<file path="src/rtl/conv_frame_encoder_if.sv">
// Serial-bit in / 2-bit-symbol out bundle for the rate-1/2 frame encoder.
// The master side is the data source; the slave side is the encoder.
interface conv_frame_encoder_if;
   logic       enable_i;
   logic       d_in;
   logic       ready_o;
   logic       valid_o;
   logic [1:0] d_out;
   logic       sof_o;
   logic       eof_o;
   logic       busy_o;

   modport master (
      output enable_i, d_in,
      input  ready_o, valid_o, d_out, sof_o, eof_o, busy_o
   );

   modport slave (
      input  enable_i, d_in,
      output ready_o, valid_o, d_out, sof_o, eof_o, busy_o
   );
endinterface

</file>
<file path="src/rtl/conv_frame_encoder.sv">
// Rate-1/2 feed-forward convolutional encoder with optional K-1 zero tail
// per frame so the decoder trellis terminates in state 0.
module conv_frame_encoder #(
   parameter int           K         = 7,
   parameter logic [K-1:0] G0        = 7'b1111001,
   parameter logic [K-1:0] G1        = 7'b1011011,
   parameter int           FRAME_LEN = 256,
   parameter bit           TAIL_EN   = 1'b1
) (
   input logic                 clk,
   input logic                 rst,
   conv_frame_encoder_if.slave bus
);
   localparam int CW = $clog2(FRAME_LEN + 1);
   localparam int TW = $clog2(K);

   typedef enum logic [1:0] {
      S_IDLE,
      S_DATA,
      S_TAIL
   } state_t;

   state_t        r_state;
   state_t        w_state_nxt;
   logic [K-2:0]  r_sr;
   logic [CW-1:0] r_cnt;
   logic [CW-1:0] w_cnt_nxt;
   logic [TW-1:0] r_tcnt;
   logic [TW-1:0] w_tcnt_nxt;
   logic          r_valid;
   logic          r_sof;
   logic          r_eof;
   logic [1:0]    r_dout;
   logic          w_sof_nxt;
   logic          w_eof_nxt;
   logic          w_ready;
   logic          w_acc;
   logic          w_step;
   logic          w_bit;
   logic [K-1:0]  w_win;
   logic [1:0]    w_sym;

   // sr[K-2] holds the newest past bit, so the window is {b, sr}
   assign w_ready = (r_state != S_TAIL);
   assign w_acc   = bus.enable_i & w_ready;
   assign w_step  = w_acc | (r_state == S_TAIL);
   assign w_bit   = (r_state == S_TAIL) ? 1'b0 : bus.d_in;
   assign w_win   = {w_bit, r_sr};
   assign w_sym   = {^(w_win & G0), ^(w_win & G1)};

   always_comb begin
      w_state_nxt = r_state;
      w_cnt_nxt   = r_cnt;
      w_tcnt_nxt  = r_tcnt;
      w_sof_nxt   = 1'b0;
      w_eof_nxt   = 1'b0;
      unique case (r_state)
         S_IDLE, S_DATA: begin
            if (w_acc) begin
               w_sof_nxt   = (r_state == S_IDLE);
               w_cnt_nxt   = (r_state == S_IDLE) ?
                             CW'(1) : r_cnt + CW'(1);
               w_state_nxt = S_DATA;
               if (w_cnt_nxt == CW'(FRAME_LEN)) begin
                  w_tcnt_nxt = '0;
                  if (TAIL_EN) begin
                     w_state_nxt = S_TAIL;
                  end else begin
                     w_eof_nxt   = 1'b1;
                     w_state_nxt = S_IDLE;
                  end
               end
            end
         end
         S_TAIL: begin
            w_tcnt_nxt = r_tcnt + TW'(1);
            if (r_tcnt == TW'(K - 2)) begin
               w_eof_nxt   = 1'b1;
               w_state_nxt = S_IDLE;
            end
         end
         default: w_state_nxt = S_IDLE;
      endcase
   end

   always_ff @(posedge clk) begin
      if (rst) begin
         r_state <= S_IDLE;
         r_sr    <= '0;
         r_cnt   <= '0;
         r_tcnt  <= '0;
         r_valid <= 1'b0;
         r_sof   <= 1'b0;
         r_eof   <= 1'b0;
         r_dout  <= 2'b00;
      end else begin
         r_state <= w_state_nxt;
         r_cnt   <= w_cnt_nxt;
         r_tcnt  <= w_tcnt_nxt;
         r_valid <= w_step;
         r_sof   <= w_sof_nxt;
         r_eof   <= w_eof_nxt;
         if (w_step) begin
            r_sr   <= {w_bit, r_sr[K-2:1]};
            r_dout <= w_sym;
         end
      end
   end

   assign bus.ready_o = w_ready;
   assign bus.valid_o = r_valid;
   assign bus.d_out   = r_dout;
   assign bus.sof_o   = r_sof;
   assign bus.eof_o   = r_eof;
   assign bus.busy_o  = (r_state != S_IDLE);
endmodule

</file>
<file path="src/flat_wrapper.sv">
// flat-port wrapper written by rule: the top's interface ports become plain ports
module conv_frame_encoder_flat 
#(
   parameter int           K         = 7,
   parameter logic [K-1:0] G0        = 7'b1111001,
   parameter logic [K-1:0] G1        = 7'b1011011,
   parameter int           FRAME_LEN = 256,
   parameter bit           TAIL_EN   = 1'b1
)
  (clk, rst, bus_enable_i, bus_d_in, bus_ready_o, bus_valid_o, bus_d_out, bus_sof_o, bus_eof_o, bus_busy_o);
  conv_frame_encoder_if bus_i ();
  input logic clk;
  input logic rst;
  input wire logic [$bits(bus_i.enable_i)-1:0] bus_enable_i;
  input wire logic [$bits(bus_i.d_in)-1:0] bus_d_in;
  output wire logic [$bits(bus_i.ready_o)-1:0] bus_ready_o;
  output wire logic [$bits(bus_i.valid_o)-1:0] bus_valid_o;
  output wire logic [$bits(bus_i.d_out)-1:0] bus_d_out;
  output wire logic [$bits(bus_i.sof_o)-1:0] bus_sof_o;
  output wire logic [$bits(bus_i.eof_o)-1:0] bus_eof_o;
  output wire logic [$bits(bus_i.busy_o)-1:0] bus_busy_o;
  assign bus_i.enable_i = bus_enable_i;
  assign bus_i.d_in = bus_d_in;
  assign bus_ready_o = bus_i.ready_o;
  assign bus_valid_o = bus_i.valid_o;
  assign bus_d_out = bus_i.d_out;
  assign bus_sof_o = bus_i.sof_o;
  assign bus_eof_o = bus_i.eof_o;
  assign bus_busy_o = bus_i.busy_o;
  conv_frame_encoder #(.K(K), .G0(G0), .G1(G1), .FRAME_LEN(FRAME_LEN), .TAIL_EN(TAIL_EN)) u_core (.clk(clk), .rst(rst), .bus(bus_i));
endmodule
</file>
<file path="config.mk">
export PLATFORM = sky130hd
export DESIGN_NAME = conv_frame_encoder_flat
export DESIGN_NICKNAME = d
export VERILOG_FILES = /design/src/rtl/conv_frame_encoder_if.sv /design/src/rtl/conv_frame_encoder.sv /design/src/flat_wrapper.sv
export SDC_FILE = /design/constraint.sdc
export NUM_CORES = 1
export LEC_CHECK = 0
export ABC_AREA = 1
export ABC_CLOCK_PERIOD_IN_PS = 1700
export BUFFER_PORTS_ARGS = -buffer_cell sky130_fd_sc_hd__buf_4
export CAP_MARGIN = 20
export CORE_UTILIZATION = 52
export CTS_CLUSTER_SIZE = 25
export DETAILED_ROUTE_END_ITERATION = 8
export GPL_ROUTABILITY_DRIVEN = 0
export PLACE_DENSITY = 0.82
export SYNTH_ARGS = -nofsm -noshare
export SYNTH_HDL_FRONTEND = slang
export SYNTH_SLANG_ARGS = --single-unit
export TNS_END_PERCENT = 100
</file>
<file path="constraint.sdc">
create_clock -name clk -period 1.7 [get_ports clk]
set_input_delay 0.34 -clock clk [delete_from_list [all_inputs] [get_ports clk]]
set_output_delay 0.34 -clock clk [all_outputs]
set_load 0.01 [all_outputs]
</file>
### Yosys cells after proc, flatten, opt, wreduce, memory -nomap -nowiden

Index checks and enable logic that the tools add are counted.

| storage, ports and cells | value |
|---|---|
| output and inout port bits | 7 |
| logic and storage cells | 44 |
| register bits after elaboration | 25 |
| input port bits | 4 |

| operators by class | value |
|---|---|
| add/sub/neg operators | 2 |
| bitwise logic cells | 5 |
| eq/ne operators | 8 |
| muxes and demuxes | 10 |
| reduce and logical (&&, ||, !) cells | 11 |

Operators by type and width:

| operator | count |
|---|---|
| $reduce_xor A7 Y1 | 2 |
| $add A9 B1 Y9 const B | 1 |
| $eq A9 B9 Y1 const B | 1 |
| $mux W9 | 1 |
| $mux W2 | 3 |
| $mux W3 | 2 |
| $pmux W3 S2 | 1 |
| $ne A2 B1 Y1 const B | 2 |
| $ne A2 B2 Y1 const B | 2 |
| $pmux W2 S2 | 1 |
| $reduce_and A2 Y1 | 2 |
| $reduce_bool A2 Y1 | 2 |
| $reduce_or A2 Y1 | 2 |
| $add A3 B1 Y3 const B | 1 |
| $eq A3 B3 Y1 const B | 1 |
| $not A1 Y1 | 3 |
| $reduce_and A3 Y1 | 1 |
| $reduce_or A3 Y1 | 1 |
| $eq A2 B1 Y1 const B | 1 |
| $eq A2 B2 Y1 const B | 1 |
| $logic_not A2 Y1 | 1 |
| $mux W1 | 2 |
| $and A1 B1 Y1 | 1 |
| $or A1 B1 Y1 | 1 |

### Longest topological paths before layout

Gate-level depths: netlist (run 1).

| depth | value |
|---|---|
| word-level depth | 6 |
| gate-level depth with buffers | 11 |
| mapped depth without buffers | 11 |

### Least setup slack after synthesis (run 1)

No wires, ideal clock.

| timing path | value |
|---|---|
| path type | reg-to-reg |
| from | reg u_core.r_cnt[0] |
| to | reg u_core.r_tcnt[1] |
| buffers on the path | 0 |
| setup time | 0.120 ns |
| data required time | 1.580 ns |
| clock period less this slack | 1.443 ns |
| data arrival time | 1.323 ns |
| stages on the path, launching flop included | 11 |
| slack | 0.257 ns |
| cell sequence | dfxtp_1 > ha_1 > nand2_2 > nor2_4 > nand3_1 > nand2_1 > nand3_2 > nor2_2 > nand3_2 > nand2_1 > o22ai_1 |

| on the way | value |
|---|---|
| cells in the longest elaborated chain, start to end | 5 |

RTL lines:

| what | RTL line | text |
|---|---|---|
| start: declaration | conv_frame_encoder.sv:26 | `logic [CW-1:0] r_cnt;` |
| start signal: assignment | conv_frame_encoder.sv:98 | `r_cnt <= w_cnt_nxt;` |
| $add A9 B1 Y9 | conv_frame_encoder.sv:62 | `CW'(1) : r_cnt + CW'(1);` |
| $mux W9 | conv_frame_encoder.sv:61 | `w_cnt_nxt = (r_state == S_IDLE) ?` |
| $eq A9 B9 Y1 | conv_frame_encoder.sv:64 | `if (w_cnt_nxt == CW'(FRAME_LEN)) begin` |
| $ne A2 B1 Y1 (no line) | - |  |
| $reduce_and A3 Y1 (no line) | - |  |
| end signal: assignment | conv_frame_encoder.sv:99 | `r_tcnt <= w_tcnt_nxt;` |
| end: declaration | conv_frame_encoder.sv:28 | `logic [TW-1:0] r_tcnt;` |

Every way passes these cells.
A chain may end at the register's enable or synchronous reset.

### Worst setup path in the final report (run 1)

| timing path | value |
|---|---|
| from | reg u_core.r_cnt[1] |
| to | reg u_core.r_tcnt[1] |

The elaborated chain is that of the path after synthesis.

==> results of run 1 <==
## per-stage QoR
step / util, % / hold WS, ps / setup slack (ps)
5_1_grt: 65.3 / 232 / 7.84
3_3_place_gp: 63.2 / 458 / 154
3_5_place_dp: 63.2 / 468 / 37.4
2_1_floorplan: - / 450 / 257
4_1_cts: 64.4 / 220 / 21.4
6_report: 65.3 / 231 / 142
## cell usage after synthesis
cell | instances | area [sq um]
nand2_1 | 30 | 113
o2111ai_1 | 1 | 8.76
xnor2_1 | 2 | 17.5
nand3_1 | 10 | 50.1
o21bai_1 | 1 | 7.51
clkbuf_1 | 2 | 7.51
a21oi_1 | 13 | 65.1
nor2_4 | 2 | 22.5
or2_2 | 1 | 6.26
inv_1 | 18 | 67.6
dfxtp_1 | 25 | 500
ha_1 | 3 | 37.5
buf_4 | 1 | 7.51
o22ai_1 | 1 | 6.26
nor2_1 | 31 | 116
o221ai_1 | 1 | 8.76
nand2_2 | 1 | 6.26
nor3_1 | 1 | 5.00
nand3_2 | 2 | 20.0
o21ai_0 | 15 | 75.1
nand4_1 | 2 | 12.5
xor2_1 | 3 | 26.3
nor2_2 | 1 | 6.26
## worst register-to-register path, cell delays in order (launching register included)
cell and delay [ps]:
dfxtp_4 390, ha_2 190, nand2_2 90, nor2_4 140
nand3_1 90, nand2_1 80, nand3_2 90, nor2_4 140
nand3_2 80, nand2_1 100, o22ai_1 80
## cells by family (layout without fill, tap and decap cells)
group	Yosys count	after routing
AOI/OAI and AO/OA	32	32
xor gates and xnor gates	5	5
adders and majority gates	3	3
buffers and inverters	21	34
DFF	25	25
and+or+nand+nor	81	81
## cell usage in the layout (no fill, tap or decap), types with 3 or more instances in the layout
cell type  count
nor2_1        30
clkbuf_4       3
nor2_4         3
dfxtp_1       23
o21ai_0       15
xor2_1         3
buf_4         12
nand2_1       30
nand3_1       10
inv_1         18
a21oi_1       13
## flip-flops by register name (all words and copies together), names as in the netlist
| register | cells |
|---|---|
| u_core.bus.d_out | 2 |
| u_core.bus.eof_o | 1 |
| u_core.bus.sof_o | 1 |
| u_core.bus.valid_o | 1 |
| u_core.r_cnt | 9 |
| u_core.r_sr | 6 |
| u_core.r_state | 2 |
| u_core.r_tcnt | 3 |
## worst max-delay path by stage
stage / start / end / slack [ps] / cells past startpoint
2_1_floorplan: u_core.r_cnt[0] / u_core.r_tcnt[1] / 260 / 10
3_5_place_dp: u_core.r_cnt[1] / u_core.r_tcnt[1] / 40 / 10
3_3_place_gp: u_core.r_cnt[0] / u_core.r_tcnt[1] / 150 / 10
5_1_grt: u_core.r_cnt[0] / u_core.r_tcnt[1] / 8 / 10
4_1_cts: u_core.r_cnt[1] / u_core.r_tcnt[1] / 20 / 10
6_report: u_core.r_cnt[1] / u_core.r_tcnt[1] / 140 / 10
## power by group through the flow
| stage | logic, mW | clock network, mW | registers, mW |
|---|---|---|---|
| final | 0.148 | 0.267 | 0.641 |
| after CTS | 0.145 | 0.275 | 0.641 |
| after floorplan | 0.0980 | 0 | 0.652 |
| after detailed placement | 0.145 | 0 | 0.654 |
| after global routing | 0.168 | 0.285 | 0.646 |
| after global placement | 0.140 | 0 | 0.652 |
## per-layer routing
metal | up-vias | track usage (%) | wire length [um]
li1 | 566 | - | -
met1 | 486 | 25.1 | 1120
met2 | 25 | 39.0 | 1170
met3 | 4 | 4.01 | 88
met4 | 0 | 7.14 | 31
met5 | - | 0 | 0
## layout make-up
| type | instances | area, sq um | area share, % |
|---|---|---|---|
| well taps | 27 | 33.8 | 2.51 |
| multi-input cells | 121 | 621 | 46.1 |
| repair buffers | 12 | 90.1 | 6.69 |
| inverters | 18 | 67.6 | 5.02 |
| flip-flops and latches | 25 | 508 | 37.7 |
| clock buffers | 4 | 26.3 | 1.95 |
## timing repair
action	in CTS	in global routing
gates resized for setup	0	7
endpoints found under the setup margin	0	5
buffers inserted	0	0
==> flow_metrics.py, run 1 <==
metrics = {
    "timing": {
        "setup_tns_ps": 0,
        "max-slew-margin-rel_pct": 68.0,
        "rsz0062_at_grt": "false",
        "clock.fmax_ghz": 0.642,
        "setup_viol": 0,
        "finalCritPeriodShare_pct": 91.7,
        "worst_slew_pin_slew_ps": 480,
        "finalMaxSlewViolations": 0,
        "fin_skew_ps": 5.15,
        "finalCriticalPeriod_ps": 1560,
        "timing.final.hold_violations": 0,
    },
    "power": {
        "p_leak_nw": 0.594,
        "p_switching_uw": 287,
        "pwr-share-comb_pct": 14.0,
        "power_density_nw_per_um2": 784,
        "vdd_drop_max_mv": 0.620,
        "p_int_uw": 769,
        "power_mw": 1.06,
        "clkPwrFrac_pct": 25.3,
        "seqPwrFrac_pct": 60.7,
        "p_sw_share_pct": 27.2,
    },
    "worst_setup_path": {
        "r2r-start": "u_core.r_cnt[1]",
        "cp.arrival_ps": 1780,
        "required_ps": 1920,
        "crit_chain": "ha_2 > nand2_2 > nor2_4 > nand3_1 > nand2_1 > nand3_2 > nor2_4 > nand3_2 > nand2_1 > o22ai_1",
        "r2r_cells": 10,
        "reg2reg_to": "u_core.r_tcnt[1]",
        "crit_slowest_cell": "dfxtp_4",
        "crit_buf_inv": 0,
        "r2r_setup_slack_ps": 140,
        "critical-path-top-delay-family": "simple AND/OR/NAND/NOR gates",
        "max_stage_delay_ps": 390,
        "cp-end-kind": "flip-flop",
        "critPathMaxFanout": 5,
        "crit_path_start_kind": "flip-flop",
        "crit_type": "flip-flop to flip-flop",
    },
    "clocking": {
        "cts_root_buf": "clkbuf_4",
        "ctsHoldBuffers": 0,
        "cts_tree": "built",
        "numClockSinks": 25,
        "htreeDepth": 1,
        "clk_pin_slew_ps": 140,
        "cts-buffers-inserted": 3,
        "clock_path_buffers": 2,
        "clock_latency_ps": 320,
    },
    "floorplanning": {
        "rows": 16,
        "coreArea_sq_um": 2060,
        "start_util_pct": 57.9,
        "die_height_um": 49.9,
        "die_x_um": 49.9,
        "ios": 11,
        "dieArea_sq_um": 2490,
    },
    "worst_hold_path": {
        "holdPathEnd": "u_core.r_state[1]",
        "min_path_type": "input port to flip-flop",
        "min_path_cells": 2,
        "worstHoldStart": "rst",
    },
    "yosys": {
        "synth_fa_ha_area_share_pct": 3.14,
        "ys_ff_latch": 25,
        "synth.avg_cell_area_sq_um": 7.15,
        "yosysSeqAreaShare_pct": 41.9,
        "synth-simple-area-share_pct": 30.0,
        "synth_top_family_by_area": "simple AND/OR/NAND/NOR gates",
        "muxShareOfSynthArea_pct": 0,
        "syn-num-nets": 174,
        "ys_types": 23,
        "synth_compound_area_share_pct": 14.4,
        "netlist_area_sq_um": 1190,
        "ys.warnings.count": 0,
        "synth_xor_area_share_pct": 3.67,
        "synth_cells": 167,
    },
    "grt": {
        "grt_antenna_before_repair": 0,
        "track_usage_pct": 21.5,
        "grt_pass1_wl_um": 4140,
        "grt-ovfl-total": 0,
        "grt_pass1_vias": 1018,
        "grt_max_degree": 19,
    },
    "route": {
        "wire_per_inst_um": 11.6,
        "vias": 1081,
        "firstDrtPassIters": 4,
        "via_per_inst": 5.22,
        "wirelength_um": 2400,
        "drtAntennaViolNets": 0,
        "drc": 0,
        "drtIter0Drc": 15,
    },
    "cells_and_area": {
        "fill_cells": 178,
        "fin_nets": 188,
        "fin_cells": 207,
        "final_area_sq_um": 1350,
        "layout-drive-gt1-share_pct": 14.4,
        "antenna_cells": 0,
        "syn_to_final_growth_pct": 12.8,
    },
    "placement": {
        "io_buffer_count": 10,
        "dp_cells": 203,
        "dpl_cell_area_sq_um": 1300,
        "dp_hpwl_um": 1790,
    },
    "outcome": {
        "outcome": "finished, final reports clean",
    },
    "job": {
        "maxCapViolations": 0,
    },
}
No activity file was read; power rests on OpenSTA's default activity.
==> run 2, diff against run 1 <==
--- a/config.mk
+++ b/config.mk
@@ -9,11 +9,11 @@
 export ABC_CLOCK_PERIOD_IN_PS = 1700
 export BUFFER_PORTS_ARGS = -buffer_cell sky130_fd_sc_hd__buf_4
 export CAP_MARGIN = 20
-export CORE_UTILIZATION = 52
+export CORE_UTILIZATION = 45
 export CTS_CLUSTER_SIZE = 25
 export DETAILED_ROUTE_END_ITERATION = 8
 export GPL_ROUTABILITY_DRIVEN = 0
-export PLACE_DENSITY = 0.82
+export PLACE_DENSITY = 0.74
 export SYNTH_ARGS = -nofsm -noshare
 export SYNTH_HDL_FRONTEND = slang
 export SYNTH_SLANG_ARGS = --single-unit
==> flow_metrics.py, run 2 (same netlist as run 1, synthesis figures left out) <==
metrics = {
    "floorplanning": {
        "coreArea_sq_um": 2500,
        "start_util_pct": 47.7,
        "ios": 11,
        "die_x_um": 53.5,
        "die_height_um": 53.5,
        "rows": 18,
        "dieArea_sq_um": 2860,
    },
    "timing": {
        "fin_ws_ps": 152,
        "fin_skew_ps": 4.56,
        "timing.final.hold_violations": 0,
        "finalCriticalPeriod_ps": 1550,
        "finalMaxSlewViolations": 0,
        "worst_slew_pin_slew_ps": 490,
        "clock.fmax_ghz": 0.646,
        "setup_tns_ps": 0,
        "finalCritPeriodShare_pct": 91.1,
        "setup_viol": 0,
        "max-slew-margin-rel_pct": 67.3,
        "rsz0062_at_grt": "false",
    },
    "cells_and_area": {
        "fin_nets": 188,
        "layout-drive-gt1-share_pct": 15.0,
        "largest_register_ffs": 9,
        "antenna_cells": 0,
        "largestRegisters": "u_core.r_cnt x9, u_core.r_sr x6, u_core.r_tcnt x3",
        "fin_cells": 210,
        "fill_cells": 235,
        "final_area_sq_um": 1350,
        "top_register": "u_core.r_cnt",
        "most-common-layout-cells": "30 x nand2_1, 30 x nor2_1, 23 x dfxtp_1",
        "syn_to_final_growth_pct": 13.0,
    },
    "clocking": {
        "cts_tree": "built",
        "clk_pin_slew_ps": 140,
        "htreeDepth": 1,
        "clock_path_buffers": 2,
        "cts-buffers-inserted": 3,
        "clock_latency_ps": 320,
        "numClockSinks": 25,
        "cts_root_buf": "clkbuf_4",
    },
    "placement": {
        "dp_cells": 206,
        "dpl_cell_area_sq_um": 1310,
        "dp_hpwl_um": 1730,
        "io_buffer_count": 10,
        "place_ws_ps": 68.0,
    },
    "worst_setup_path": {
        "critPathMaxFanout": 5,
        "crit_type": "flip-flop to flip-flop",
        "cp.arrival_ps": 1770,
        "required_ps": 1920,
        "cp-end-kind": "flip-flop",
        "crit_path_start_kind": "flip-flop",
    },
    "power": {
        "power_mw": 1.06,
        "p_leak_nw": 0.598,
        "vdd_drop_max_mv": 0.631,
        "power_density_nw_per_um2": 783,
    },
    "route": {
        "via_per_inst": 5.22,
        "drtIter0Drc": 40,
        "firstDrtPassIters": 4,
        "wirelength_um": 2350,
        "drtAntennaViolNets": 0,
        "vias": 1096,
        "drc": 0,
        "wire_per_inst_um": 11.2,
    },
    "grt": {
        "grt_max_degree": 19,
        "grt_pass1_vias": 936,
        "track_usage_pct": 18.6,
        "grt_antenna_before_repair": 0,
        "grt_pass1_wl_um": 3880,
        "grt-ovfl-total": 0,
    },
    "outcome": {
        "outcome": "finished, final reports clean",
    },
    "job": {
        "maxCapViolations": 0,
    },
    "worst_hold_path": {
        "min_path_type": "input port to flip-flop",
    },
}
-- run 2: metal layers --
metal  track usage [%]  up-vias  share of wire, %
li1                  -      567                 -
met1              22.4      505                48
met2              32.5       22                48
met3              3.45        2               3.4
met4              6.58        0              0.64
met5                 0        -                 0
-- run 2: layout make-up --
type                    count  area [sq um]  share of cell area [%]
clock buffers               3          22.5                    1.67
clock inverters             1          5.00                   0.371
inverters                  18          67.6                    5.01
multi-input cells         121           621                    46.0
flip-flops and latches     25           505                    37.5
well taps                  30          37.5                    2.78
repair buffers             12          90.1                    6.68
-- run 2: path summary, 6_finish.rpt --
check	startpoint	end	slack [ps]	cells after the start
setup / recovery	u_core.r_cnt[1]	u_core.r_tcnt[1]	150	10
hold / removal	rst	u_core.r_sr[5]	230	2
setup reg to reg	u_core.r_cnt[1]	u_core.r_tcnt[1]	150	10
hold reg to reg	u_core.r_sr[2]	u_core.r_sr[2]	490	2
-- run 2: critical path, cell delays in order (launching register included) --
cell	delay, ps
dfxtp_2	390
ha_2	200
nand2_2	90
nor2_4	130
a21oi_1	80
nand2_1	80
nand2_1	90
nor2_4	140
nand3_2	100
nand2_1	90
o22ai_1	70
-- run 2: stage by stage --
step / utilization [%] / hold WS [ps]
after floorplan: - / 450
after global placement: 52.3 / 461
after detailed placement: 52.3 / 470
after CTS: 53.4 / 221
after global routing: 54.0 / 217
final: 54.0 / 226
-- run 2: where the power goes --
| group | internal [mW] | leakage, nW | switching, mW |
|---|---|---|---|
| clock network | 0.0880 | 0.0177 | 0.180 |
| logic | 0.0611 | 0.374 | 0.0853 |
| registers | 0.616 | 0.206 | 0.0246 |
-- run 2: timing repair --
action | in CTS | in global routing
setup endpoints to repair | 0 | 5
setup buffers | 0 | 0
hold buffers | 0 | 0
resized for setup | 0 | 6
==> run 3, diff against run 2 <==
--- a/config.mk
+++ b/config.mk
@@ -9,11 +9,13 @@
 export ABC_CLOCK_PERIOD_IN_PS = 1700
 export BUFFER_PORTS_ARGS = -buffer_cell sky130_fd_sc_hd__buf_4
 export CAP_MARGIN = 20
-export CORE_UTILIZATION = 45
+export CELL_PAD_IN_SITES_DETAIL_PLACEMENT = 0
+export CELL_PAD_IN_SITES_GLOBAL_PLACEMENT = 1
+export CORE_UTILIZATION = 41
 export CTS_CLUSTER_SIZE = 25
 export DETAILED_ROUTE_END_ITERATION = 8
 export GPL_ROUTABILITY_DRIVEN = 0
-export PLACE_DENSITY = 0.74
+export PLACE_DENSITY = 0.87
 export SYNTH_ARGS = -nofsm -noshare
 export SYNTH_HDL_FRONTEND = slang
 export SYNTH_SLANG_ARGS = --single-unit
==> flow_metrics.py, run 3 (same netlist as run 1, synthesis figures left out) <==
metrics = {
    "grt": {
        "grt_max_degree": 19,
        "grt_pass1_wl_um": 4050,
        "grt_antenna_before_repair": 0,
        "grt-ovfl-total": 0,
        "track_usage_pct": 16.4,
        "grt_pass1_vias": 942,
    },
    "timing": {
        "setup_tns_ps": 0,
        "finalCritPeriodShare_pct": 90.2,
        "finalMaxSlewViolations": 0,
        "fin_ws_ps": 166,
        "max-slew-margin-rel_pct": 68.5,
        "clock.fmax_ghz": 0.652,
        "worst_slew_pin_slew_ps": 472,
        "finalCriticalPeriod_ps": 1530,
        "setup_viol": 0,
        "timing.final.hold_violations": 0,
        "fin_skew_ps": 14.4,
    },
    "worst_setup_path": {
        "critPathMaxFanout": 5,
        "cp-end-kind": "flip-flop",
        "r2r_cells": 10,
        "r2r-start": "u_core.r_cnt[1]",
        "reg2reg_to": "u_core.r_tcnt[2]",
        "crit_type": "flip-flop to flip-flop",
        "crit_path_start_kind": "flip-flop",
        "r2r_setup_slack_ps": 170,
        "cp.arrival_ps": 1770,
        "required_ps": 1930,
    },
    "cells_and_area": {
        "fin_nets": 189,
        "largestRegisters": "u_core.r_cnt x9, u_core.r_sr x6, u_core.r_tcnt x3",
        "largest_register_ffs": 9,
        "most-common-layout-cells": "30 x nor2_1, 28 x nand2_1, 22 x dfxtp_1",
        "top_register": "u_core.r_cnt",
        "fill_cells": 277,
        "antenna_cells": 0,
        "regArea_sq_um": 507,
        "final_common_cell": "nor2_1",
        "layout-drive-gt1-share_pct": 17.1,
        "multi_input_area_sq_um": 636,
        "syn_to_final_growth_pct": 15.3,
    },
    "placement": {
        "dp_hpwl_um": 1730,
        "place_ws_ps": 83.4,
        "io_buffer_count": 10,
    },
    "clocking": {
        "htreeDepth": 1,
        "cts_root_buf": "clkbuf_4",
        "clk_pin_slew_ps": 150,
        "clock_path_buffers": 2,
        "clock_latency_ps": 340,
        "ctsHoldBuffers": 0,
        "cts-buffers-inserted": 3,
        "numClockSinks": 25,
        "cts_tree": "built",
    },
    "floorplanning": {
        "coreArea_sq_um": 2760,
        "dieArea_sq_um": 3130,
        "die_x_um": 56.0,
        "ios": 11,
        "rows": 19,
        "start_util_pct": 43.3,
        "die_height_um": 56.0,
    },
    "outcome": {
        "outcome": "finished, final reports clean",
    },
    "route": {
        "via_per_inst": 4.99,
        "wire_per_inst_um": 11.4,
        "vias": 1057,
        "drc": 0,
        "wirelength_um": 2420,
        "drtAntennaViolNets": 0,
        "firstDrtPassIters": 4,
        "drtIter0Drc": 35,
    },
    "power": {
        "vdd_drop_max_mv": 0.557,
        "power_density_nw_per_um2": 784,
        "p_leak_nw": 0.600,
    },
    "worst_hold_path": {
        "min_path_type": "input port to flip-flop",
        "worstHoldStart": "rst",
        "holdPathEnd": "u_core.r_sr[5]",
        "min_path_cells": 2,
    },
    "job": {
        "maxCapViolations": 0,
    },
}
==> run 3: changes by cell type in the layout (fill, tap and decap cells not counted) <==
cell,delta
dfxtp_1,-1
buf_4,+1
ha_4,+1
clkinv_2,-1
clkinvlp_4,+1
ha_2,-1
nand2_1,-2
dfxtp_2,+1
nand2_2,+2
==> run 3: where the power goes <==
part / internal, mW / leakage (nW) / switching, mW
combinational: 0.0657 / 0.379 / 0.0880
clock: 0.0903 / 0.0139 / 0.193
sequential: 0.617 / 0.207 / 0.0258
==> run 3: worst max-delay path by stage <==
| stage | from | endpoint | slack [ps] |
|---|---|---|---|
| floorplan | u_core.r_cnt[0] | u_core.r_tcnt[1] | 260 |
| global placement | u_core.r_cnt[0] | u_core.r_tcnt[1] | 140 |
| detailed placement | u_core.r_cnt[0] | u_core.r_tcnt[1] | 80 |
| CTS | u_core.r_cnt[0] | u_core.r_tcnt[1] | 50 |
| global route | u_core.r_cnt[1] | u_core.r_tcnt[2] | -3 |
| finish | u_core.r_cnt[1] | u_core.r_tcnt[2] | 170 |
==> run 3: worst max-delay path, cell delays in order, from the launching register on <==
cell and delay, ps:
dfxtp_2 410, ha_4 150, nand2_2 80, nor2_4 140, a21oi_1 80, nand2_1 80
nand2_1 90, nor2_4 130, nand3_2 110, nand3_1 80, a21oi_1 60
==> run 3: routing by layer <==
layer | vias to the layer above | global-route usage (%) | share of wire [%]
met5 | - | 0 | 0
met4 | 0 | 8.36 | 2.0
met3 | 5 | 2.79 | 3.6
met2 | 17 | 26.9 | 47
met1 | 465 | 20.9 | 47
li1 | 570 | - | -
==> run 3: metrics by stage <==
step | power, mW | hold slack (ps) | cells | utilization [%] | cell area, sq um
4_1_cts | 1.08 | 199 | 211 | 48.5 | 1340
2_1_floorplan | 0.750 | 450 | 167 | - | 1190
5_1_grt | 1.14 | 190 | 212 | 49.9 | 1380
3_3_place_gp | 0.794 | 458 | 207 | 47.4 | 1310
3_5_place_dp | 0.799 | 473 | 207 | 47.4 | 1310
6_report | 1.08 | 205 | 212 | 49.9 | 1380
==> run 3: final cells by class <==
class                      instances  area share (%)
clock buffer                       3            1.64
clock inverter                     1           0.545
inverter                          18            4.91
multi-input combinational        121            46.2
sequential                        25            36.8
tap                               31            2.82
timing repair buffer              13            7.09
==> run 3: repair_timing <==
| item | 4_1_cts | 5_1_grt |
|---|---|---|
| setup buffers | 0 | 1 |
| resized for setup | 0 | 10 |
| endpoints found under the setup margin | 0 | 5 |
